`src/rtl/sdram_tester_pkg.sv`:
```
`default_nettype none
// ---------------------------------------------------------------------------
// sdram_tester_pkg : run-state encoding and SDRAM test pattern  (Rev 1.0)
// ---------------------------------------------------------------------------
package sdram_tester_pkg;

   typedef enum logic [1:0] {
      ST_IDLE  = 2'd0,
      ST_WRITE = 2'd1,
      ST_READ  = 2'd2,
      ST_DONE  = 2'd3
   } state_t;

   localparam int ERR_W = 16;

   // Computed at a fixed 64-bit width; callers keep the low DW bits.
   function automatic logic [63:0] pattern(input logic [63:0] a,
                                           input logic [63:0] seed,
                                           input logic        inv);
      return a ^ seed ^ {64{inv}};
   endfunction

endpackage
`default_nettype wire

```
`src/rtl/sdram_tester_chk.sv`:
```
`default_nettype none
// ---------------------------------------------------------------------------
// sdram_tester_chk : read-return tracking, compare, error count/first address
// Rev 1.0
// ---------------------------------------------------------------------------
module sdram_tester_chk
   import sdram_tester_pkg::*;
#(
   parameter int              AW      = 22,
   parameter int              DW      = 16,
   parameter int              NWORDS  = 2**AW,
   parameter int              MAX_OUT = 4,
   parameter logic [DW-1:0]   SEED    = DW'(16'hA5C3),
   parameter int              OW      = $clog2(MAX_OUT + 1)
) (
   input  logic               clk,
   input  logic               reset_n,
   input  logic               i_clear,
   input  logic               i_acc,
   input  logic               i_rvalid,
   input  logic [DW-1:0]      i_rdata,
   input  logic               i_inv,
   output logic [OW-1:0]      o_out_nxt,
   output logic               o_last,
   output logic               o_clean_nxt,
   output logic [ERR_W-1:0]   o_err_cnt,
   output logic [AW-1:0]      o_first_err_addr
);

   localparam logic [AW:0] C_LAST = (AW+1)'(NWORDS - 1);

   logic [OW-1:0]    r_out;
   logic [AW:0]      r_chk;
   logic [ERR_W-1:0] r_err;
   logic [AW-1:0]    r_first;

   logic             w_ret;
   logic             w_mis;
   logic [DW-1:0]    w_exp;

   // Returns with nothing outstanding are stale (e.g. from before a reset).
   assign w_ret       = i_rvalid && (r_out != '0);
   assign w_exp       = DW'(pattern(64'(r_chk), 64'(SEED), i_inv));
   assign w_mis       = w_ret && (i_rdata != w_exp);
   assign o_last      = w_ret && (r_chk == C_LAST);
   assign o_clean_nxt = (r_err == '0) && !w_mis;

   always_comb begin
      o_out_nxt = r_out;
      if (i_acc && !w_ret)
         o_out_nxt = r_out + 1'b1;
      else if (!i_acc && w_ret)
         o_out_nxt = r_out - 1'b1;
   end

   always_ff @(posedge clk) begin
      if (!reset_n || i_clear) begin
         r_out   <= '0;
         r_chk   <= '0;
         r_err   <= '0;
         r_first <= '0;
      end else begin
         r_out <= o_out_nxt;
         if (w_ret)
            r_chk <= r_chk + 1'b1;
         if (w_mis) begin
            if (r_err != '1)
               r_err <= r_err + 1'b1;
            if (r_err == '0)
               r_first <= r_chk[AW-1:0];
         end
      end
   end

   assign o_err_cnt        = r_err;
   assign o_first_err_addr = r_first;

endmodule
`default_nettype wire

```
`src/rtl/sdram_avl_tester.sv`:
```
`default_nettype none
// ---------------------------------------------------------------------------
// sdram_avl_tester : Avalon-MM pattern write / pipelined readback SDRAM tester
// Rev 1.0
// ---------------------------------------------------------------------------
module sdram_avl_tester
   import sdram_tester_pkg::*;
#(
   parameter int              AW      = 22,
   parameter int              DW      = 16,
   parameter int              NWORDS  = 2**AW,
   parameter int              MAX_OUT = 4,
   parameter logic [DW-1:0]   SEED    = DW'(16'hA5C3)
) (
   input  logic               clk,
   input  logic               reset_n,
   input  logic               start,
   input  logic               invert,
   output logic [AW-1:0]      avm_address,
   output logic               avm_write,
   output logic [DW-1:0]      avm_writedata,
   output logic               avm_read,
   output logic [DW/8-1:0]    avm_byteenable,
   input  logic               avm_waitrequest,
   input  logic [DW-1:0]      avm_readdata,
   input  logic               avm_readdatavalid,
   output logic               busy,
   output logic               done,
   output logic               pass,
   output logic [ERR_W-1:0]   err_cnt,
   output logic [AW-1:0]      first_err_addr
);

   localparam int            OW     = $clog2(MAX_OUT + 1);
   localparam logic [AW:0]   C_LAST = (AW+1)'(NWORDS - 1);
   localparam logic [AW:0]   C_NW   = (AW+1)'(NWORDS);
   localparam logic [OW-1:0] C_MAX  = OW'(MAX_OUT);

   state_t          r_state;
   logic            r_inv;
   logic            r_busy;
   logic            r_done;
   logic            r_pass;
   logic            r_avm_write;
   logic            r_avm_read;
   logic [AW-1:0]   r_avm_address;
   logic [DW-1:0]   r_avm_writedata;
   logic [AW:0]     r_wr_addr;
   logic [AW:0]     r_rd_addr;

   logic            w_start_acc;
   logic            w_wr_acc;
   logic            w_rd_acc;
   logic [AW:0]     w_wr_nxt;
   logic [AW:0]     w_rd_nxt;
   logic [DW-1:0]   w_wdata_nxt;
   logic [DW-1:0]   w_wdata_first;
   logic [OW-1:0]   w_out_nxt;
   logic            w_last;
   logic            w_clean_nxt;

   assign w_start_acc   = start && ((r_state == ST_IDLE) || (r_state == ST_DONE));
   assign w_wr_acc      = r_avm_write && !avm_waitrequest;
   assign w_rd_acc      = r_avm_read && !avm_waitrequest;
   assign w_wr_nxt      = r_wr_addr + 1'b1;
   assign w_rd_nxt      = r_rd_addr + {{AW{1'b0}}, w_rd_acc};
   assign w_wdata_nxt   = DW'(pattern(64'(w_wr_nxt), 64'(SEED), r_inv));
   assign w_wdata_first = DW'(pattern(64'd0, 64'(SEED), invert));

   sdram_tester_chk #(
      .AW      (AW),
      .DW      (DW),
      .NWORDS  (NWORDS),
      .MAX_OUT (MAX_OUT),
      .SEED    (SEED),
      .OW      (OW)
   ) u_chk (
      .clk              (clk),
      .reset_n          (reset_n),
      .i_clear          (w_start_acc),
      .i_acc            (w_rd_acc),
      .i_rvalid         (avm_readdatavalid),
      .i_rdata          (avm_readdata),
      .i_inv            (r_inv),
      .o_out_nxt        (w_out_nxt),
      .o_last           (w_last),
      .o_clean_nxt      (w_clean_nxt),
      .o_err_cnt        (err_cnt),
      .o_first_err_addr (first_err_addr)
   );

   always_ff @(posedge clk) begin
      if (!reset_n) begin
         r_state         <= ST_IDLE;
         r_inv           <= 1'b0;
         r_busy          <= 1'b0;
         r_done          <= 1'b0;
         r_pass          <= 1'b0;
         r_avm_write     <= 1'b0;
         r_avm_read      <= 1'b0;
         r_avm_address   <= '0;
         r_avm_writedata <= '0;
         r_wr_addr       <= '0;
         r_rd_addr       <= '0;
      end else begin
         case (r_state)
            ST_IDLE, ST_DONE: begin
               if (start) begin
                  r_state         <= ST_WRITE;
                  r_inv           <= invert;
                  r_busy          <= 1'b1;
                  r_done          <= 1'b0;
                  r_pass          <= 1'b0;
                  r_wr_addr       <= '0;
                  r_avm_write     <= 1'b1;
                  r_avm_address   <= '0;
                  r_avm_writedata <= w_wdata_first;
               end
            end
            ST_WRITE: begin
               if (w_wr_acc) begin
                  if (r_wr_addr == C_LAST) begin
                     // Nothing is outstanding yet, so the first read can go out immediately.
                     r_state       <= ST_READ;
                     r_avm_write   <= 1'b0;
                     r_avm_read    <= 1'b1;
                     r_avm_address <= '0;
                     r_rd_addr     <= '0;
                  end else begin
                     r_wr_addr       <= w_wr_nxt;
                     r_avm_address   <= w_wr_nxt[AW-1:0];
                     r_avm_writedata <= w_wdata_nxt;
                  end
               end
            end
            ST_READ: begin
               r_rd_addr     <= w_rd_nxt;
               r_avm_address <= w_rd_nxt[AW-1:0];
               if (w_last) begin
                  r_state    <= ST_DONE;
                  r_busy     <= 1'b0;
                  r_done     <= 1'b1;
                  r_pass     <= w_clean_nxt;
                  r_avm_read <= 1'b0;
               end else begin
                  // A stalled read keeps its slot: the count can only fall until it is accepted.
                  r_avm_read <= (w_rd_nxt < C_NW) && (w_out_nxt < C_MAX);
               end
            end
            default: r_state <= ST_IDLE;
         endcase
      end
   end

   assign avm_address    = r_avm_address;
   assign avm_write      = r_avm_write;
   assign avm_writedata  = r_avm_writedata;
   assign avm_read       = r_avm_read;
   assign avm_byteenable = '1;
   assign busy           = r_busy;
   assign done           = r_done;
   assign pass           = r_pass;

endmodule
`default_nettype wire
```
`config.mk`:
```
export PLATFORM = sky130hd
export DESIGN_NAME = sdram_avl_tester
export DESIGN_NICKNAME = d
export VERILOG_FILES = /design/src/rtl/sdram_tester_pkg.sv /design/src/rtl/sdram_tester_chk.sv /design/src/rtl/sdram_avl_tester.sv
export SDC_FILE = /design/constraint.sdc
export NUM_CORES = 1
export LEC_CHECK = 0
export BUFFER_PORTS_ARGS = -buffer_cell sky130_fd_sc_hd__buf_4
export CORE_MARGIN = 4
export CORE_UTILIZATION = 30
export DETAILED_ROUTE_END_ITERATION = 6
export GPL_ROUTABILITY_DRIVEN = 0
export PLACE_DENSITY = 0.6
export SYNTH_ARGS = -nofsm -noshare
export SYNTH_HDL_FRONTEND = slang
export SYNTH_SLANG_ARGS = --single-unit
export TNS_END_PERCENT = 10
```
`constraint.sdc`:
```
create_clock -name clk -period 2.57 [get_ports clk]
set_input_delay 0.1285 -clock clk [delete_from_list [all_inputs] [get_ports clk]]
set_output_delay 0.1285 -clock clk [all_outputs]
set_load 0.1 [all_outputs]
```
# Word-level counts from Yosys, hierarchy flattened
# Cells that the tools add are included.
# classes
add_sub_neg	6
n_lt_le_gt_ge	2
eq_ne	12
mux	37
bitwise_logic	5
n_reduce_logical	33
# ops
operator	count
$mux W23	5
$pmux W23 S2	2
$mux W22	3
$pmux W22 S3	1
$mux W16	3
$add A23 B1 Y23 const B	2
$eq A23 B22 Y1 const B	2
$pmux W16 S2	1
$xor A16 B16 Y16	2
$not A8 Y8	3
$add A23 B1 Y23	1
$lt A23 B23 Y1 const B	1
$add A16 B1 Y16 const B	1
$logic_not A16 Y1	1
$ne A16 B16 Y1	1
$ne A16 B16 Y1 const B	1
$reduce_and A4 Y1	3
$logic_and A1 B1 Y1	10
$mux W1	10
$pmux W1 S2	5
$mux W2	4
$ne A2 B2 Y1 const B	4
$reduce_and A2 Y1	4
$mux W3	2
other kinds (14)	23
# totals
register_bits	156
inputBits	22
output_inout_bits	83
wordCells	110

# Logic depth before layout (Yosys ltp)
# logic_depth
word_depth	10
depth_mapped	12
depth_no_buf	11

# Cells and area by module
# From an unflattened synthesis, not the netlist that was laid out.
# unflattened
hier_cells	1033
area_unflattened_um2	8401.8
# modules_own_cells
module	n_inst	cells_per_inst	area_each_um2	seq_area_each_um2
sdram_avl_tester	1	628	5114.9	1841.8
sdram_tester_chk	1	405	3286.9	1281.2

# Worst setup path after synthesis
# Ideal clock, no wire load.
# synth_timing
kind	reg2reg
start	register r_avm_read, in the netlist avm_read
end	register r_rd_addr[18]
setup_time_ns	0.132
arrival_ns	3.063
required_ns	2.438
slack_ns	-0.625
path_stages_with_launch	10
n_path_buf	0
period_less_slack_ns	3.195
cell_sequence	dfxtp_1 nor2b_1 ha_1 ha_1 nand3_1 nor4_1 nand2_1 mux2_2 a22oi_1 a21oi_1
# synth_between
elab_chain_len	3
# synth_rtl
element	line	source
start, declared	sdram_avl_tester.sv:45	logic r_avm_read;
start signal, assigned	sdram_avl_tester.sv:147	r_avm_read <= (w_rd_nxt < C_NW) && (w_out_nxt < C_MAX);
$logic_and A1 B1 Y1	sdram_avl_tester.sv:64	assign w_rd_acc = r_avm_read && !avm_waitrequest;
$add A23 B1 Y23	sdram_avl_tester.sv:66	assign w_rd_nxt = r_rd_addr + {{AW{1'b0}}, w_rd_acc};
$pmux W23 S2	sdram_avl_tester.sv:106	case (r_state)
end signal, assigned	sdram_avl_tester.sv:137	r_rd_addr <= w_rd_nxt;
end, declared	sdram_avl_tester.sv:49	logic [AW:0] r_rd_addr;
# Every way passes these cells.
# A chain may end at the register's enable or synchronous reset.

# Worst setup path after layout
# layout_timing
start	register r_avm_read, in the netlist avm_read
end	register r_avm_read, in the netlist avm_read
# layout_between
elab_chain_len	9
elab_cells_between_ends	12
cone_classes	1 x add/sub; 2 x order compare; 4 x mux; 5 x reduce/logical
# layout_rtl
element	line	source
$logic_and A1 B1 Y1 (*)	sdram_avl_tester.sv:64	
branches (longest 5 deep; another with $add A23 B1 Y23)	-	
$logic_and A1 B1 Y1 (*)	sdram_avl_tester.sv:147	
$mux W1 (*)	sdram_avl_tester.sv:139	if (w_last) begin
$pmux W1 S2 (*)	sdram_avl_tester.sv:106	
# Every way passes the cells marked *.

==> impl_summary.txt <==
----------------------------------------------------
[Global routing]
  GRT Resource Usage Total ... 16.1%
  Global-route wire length before repair ... 39.9 mm
  Congestion Overflow GR ... 0
  Number of antenna violations at the first check in global routing ... 1
  Largest net degree at the start of global routing ... 57
  Vias in the first global route ... 7,235

[STA]
  Setup total negative slack ... 0 ns
  Period Utilization, post-route ... 94.4%
  Final Hold Fails ... 0
  Skew final ... 0.0138 ns
  Max Clk Rate ... 0.412 GHz
  RSZ-0062 raised after global routing ... false
  Max-slew headroom ... 31.8%
  Measured slew at the worst slew-check pin ... 1.02 ns
  Final Setup Violations ... 0
  Final Slew Violations ... 0
  Smallest hold slack ... 0.120 ns
  Final period demand of the worst path ... 2.43 ns

[Die]
  Ports placed on the boundary ... 105
  Die Span Y ... 174 microns
  Core region area ... 27,000 sq um
  Die area ... 30,200 sq um
  Num rows ... 60
  Chip Width ... 174 microns
  Starting Density ... 30.5%

[Routing]
  Drc violations ... 0
  Routed wire length ... 25.1 mm
  First drt pass iteration count ... 5
  Count of routing violations after the opening detailed-route iteration ... 616
  Via count ... 7,907
  Vias per cell ... 5.39
  Wire length per cell after detailed routing ... 17.1 microns
  Antenna Nets Post-Route ... 0

[Yosys]
  Syn. warnings ... 0
  Top cells by instance count after synthesis ... dfxtp_1 (156), nand2_1 (89), nor2_1 (80)
  Most used flip-flop cell after synthesis ... dfxtp_1
  Proportion of netlist area held by the largest area contributor ... 37.9%
  Sequential fraction of the synthesis area ... 37.9%
  Post-synthesis instance area ... 8250 sq um
  Post-synth EDFFs ... 0
  Syn Area/Cell ... 8.13 sq um
  Cell with the most instances after synthesis ... dfxtp_1
  Fraction of registers with async set/reset ... 0%
  Count of different cell masters after synthesis ... 70
  Cell taking the most area after synthesis ... dfxtp_1
  Gate Count Post-Synth ... 1,014
  Flip-flop and latch count after synthesis ... 156
  Ranking of synthesized cells by area ... dfxtp_1 (38%), xnor2_1 (5.8%), a21oi_1 (4.8%)

[Clock network]
  TritonCTS sink count ... 156
  Maximum root-to-sink buffer count ... 2
  Register clock-pin slew on the reported worst setup and hold paths ... 0.07 ns
  Clock tree root driver cell ... clkbuf_16
  Clock insertion delay at the later pin of the skew report ... 0.44 ns
  H-tree levels ... 4
  TritonCTS Buffers ... 17
  TritonCTS clock tree ... built

[Power]
  Static leakage power ... 0.00360 uW
  Max IR drop VDD ... 0.491 mV
  Total power density per cell area ... 799 nW/um^2

[Flow run]
  Maximum capacitance violations ... 0

[Worst hold path]
  Worst hold-check path type ... primary input to flip-flop

[Final layout]
  Share of layout cells above drive strength 1 ... 19.0%
  Net total in the final layout ... 1,147
  Area growth from synthesis to layout ... 22.6%

[Status]
  Status ... finished, final reports clean

[Critical path]
  Crit path capture type ... flip-flop
  Classification of the worst setup path ... flip-flop to flip-flop
  Type of element launching the critical path ... flip-flop
  Worst path arrival time ... 2.79 ns
  Critical path peak fanout ... 5
  CP required ... 2.93 ns

[Placement]
  Half-perimeter wire length of the detailed placement result ... 18.0 mm
  Port-buffer cells ... 102

----------------------------------------------------
==> cell type report <==
type	count	area, sq um
Tap cell	341	427
Antenna cell	1	2.50
Fill cell	2782	16900
Clock buffer	17	425
Inverter	19	71.3
Multi-Input combinational cell	763	4740
Timing Repair Buffer	154	1190
Sequential cell	156	3130
Clock inverter	15	128
==> per-layer routing <==
| layer | vias to the layer above | track usage, % | share of wire, % |
|---|---|---|---|
| li1 | 3865 | - | - |
| met1 | 3800 | 22.3 | 47 |
| met2 | 216 | 25.5 | 46 |
| met3 | 26 | 3.10 | 4.7 |
| met4 | 0 | 4.88 | 2.0 |
| met5 | - | 0 | 0 |
==> state kept, by name, indices dropped and copies added (netlist names) <==
signal,flops
avm_address,22
u_chk.o_first_err_addr,22
pass,1
r_state,2
u_chk.r_chk,23
avm_writedata,16
u_chk.o_err_cnt,16
avm_read,1
r_wr_addr,23
busy,1
r_rd_addr,23
r_inv,1
avm_write,1
done,1
u_chk.r_out,3
==> path summary, 6_finish.rpt <==
check	startpoint	end	slack, ns	cells past startpoint
max	avm_read	avm_read	0.14	9
min	reset_n	r_rd_addr[6]	0.12	2
min reg2reg	avm_writedata[7]	avm_writedata[7]	0.45	2
max reg2reg	avm_read	avm_read	0.14	9
==> placed cells by master, fill, tap and decap left out, types with 13 or more instances in the layout <==
cell and instances:
inv_1 18, clkbuf_16 17, a21oi_1 79, xor2_1 30, xnor2_1 55, o21ai_0 55
a22oi_1 13, and4_1 14, nor2_1 80, and3_1 13, nand2_1 88, buf_4 150
dfxtp_1 153, nand3_1 77, nand4_1 29, nor3_1 28
==> worst max-delay path: stages (launching register included) <==
cell and delay (ns):
dfxtp_4 0.35, nor2b_4 0.16, ha_2 0.23, ha_2 0.23
nand3_2 0.12, or4_4 0.58, nor3_2 0.30, xnor2_1 0.15
a31oi_1 0.10, a21oi_1 0.14
==> metrics by stage <==
step                utilization [%]  cells  instance area (sq um)  total power (uW)  worst slack, ns
finish                         37.4   1466                  10100              8080            0.143
floorplan                         -   1015                   8280              4810           0.0123
CTS                            37.4   1465                  10100              8140           0.0614
global placement               35.3   1431                   9530              5680            0.158
detailed placement             35.3   1431                   9530              5700           0.0992
global route                   37.4   1466                  10100              8470          0.00170
==> logic make-up after synthesis <==
kind of cell	count (synthesis)	share of synthesized area (%)
AOI/OAI and AO/OA	249	19.4
xor gates and xnor gates	87	9.57
buffers and inverters	96	5.04
and+or+nand+nor	403	24.9
adders and majority gates	14	2.12
other	1	0.0455
DFF	156	37.9
muxes	8	1.03
==> repair_timing <==
item,in CTS,in global routing
gates resized for setup,0,3
hold endpoints to repair,1,0
buffers inserted,0,0
hold buffers,2,0
endpoints found under the setup margin,0,6
==> where the power goes <==
part / internal (uW) / total, uW / switching (uW)
clock network: 1270 / 2440 / 1170
registers: 2560 / 2660 / 100
logic: 802 / 2970 / 2170
total: 4640 / 8080 / 3440
(Power assumes the default switching activity.)
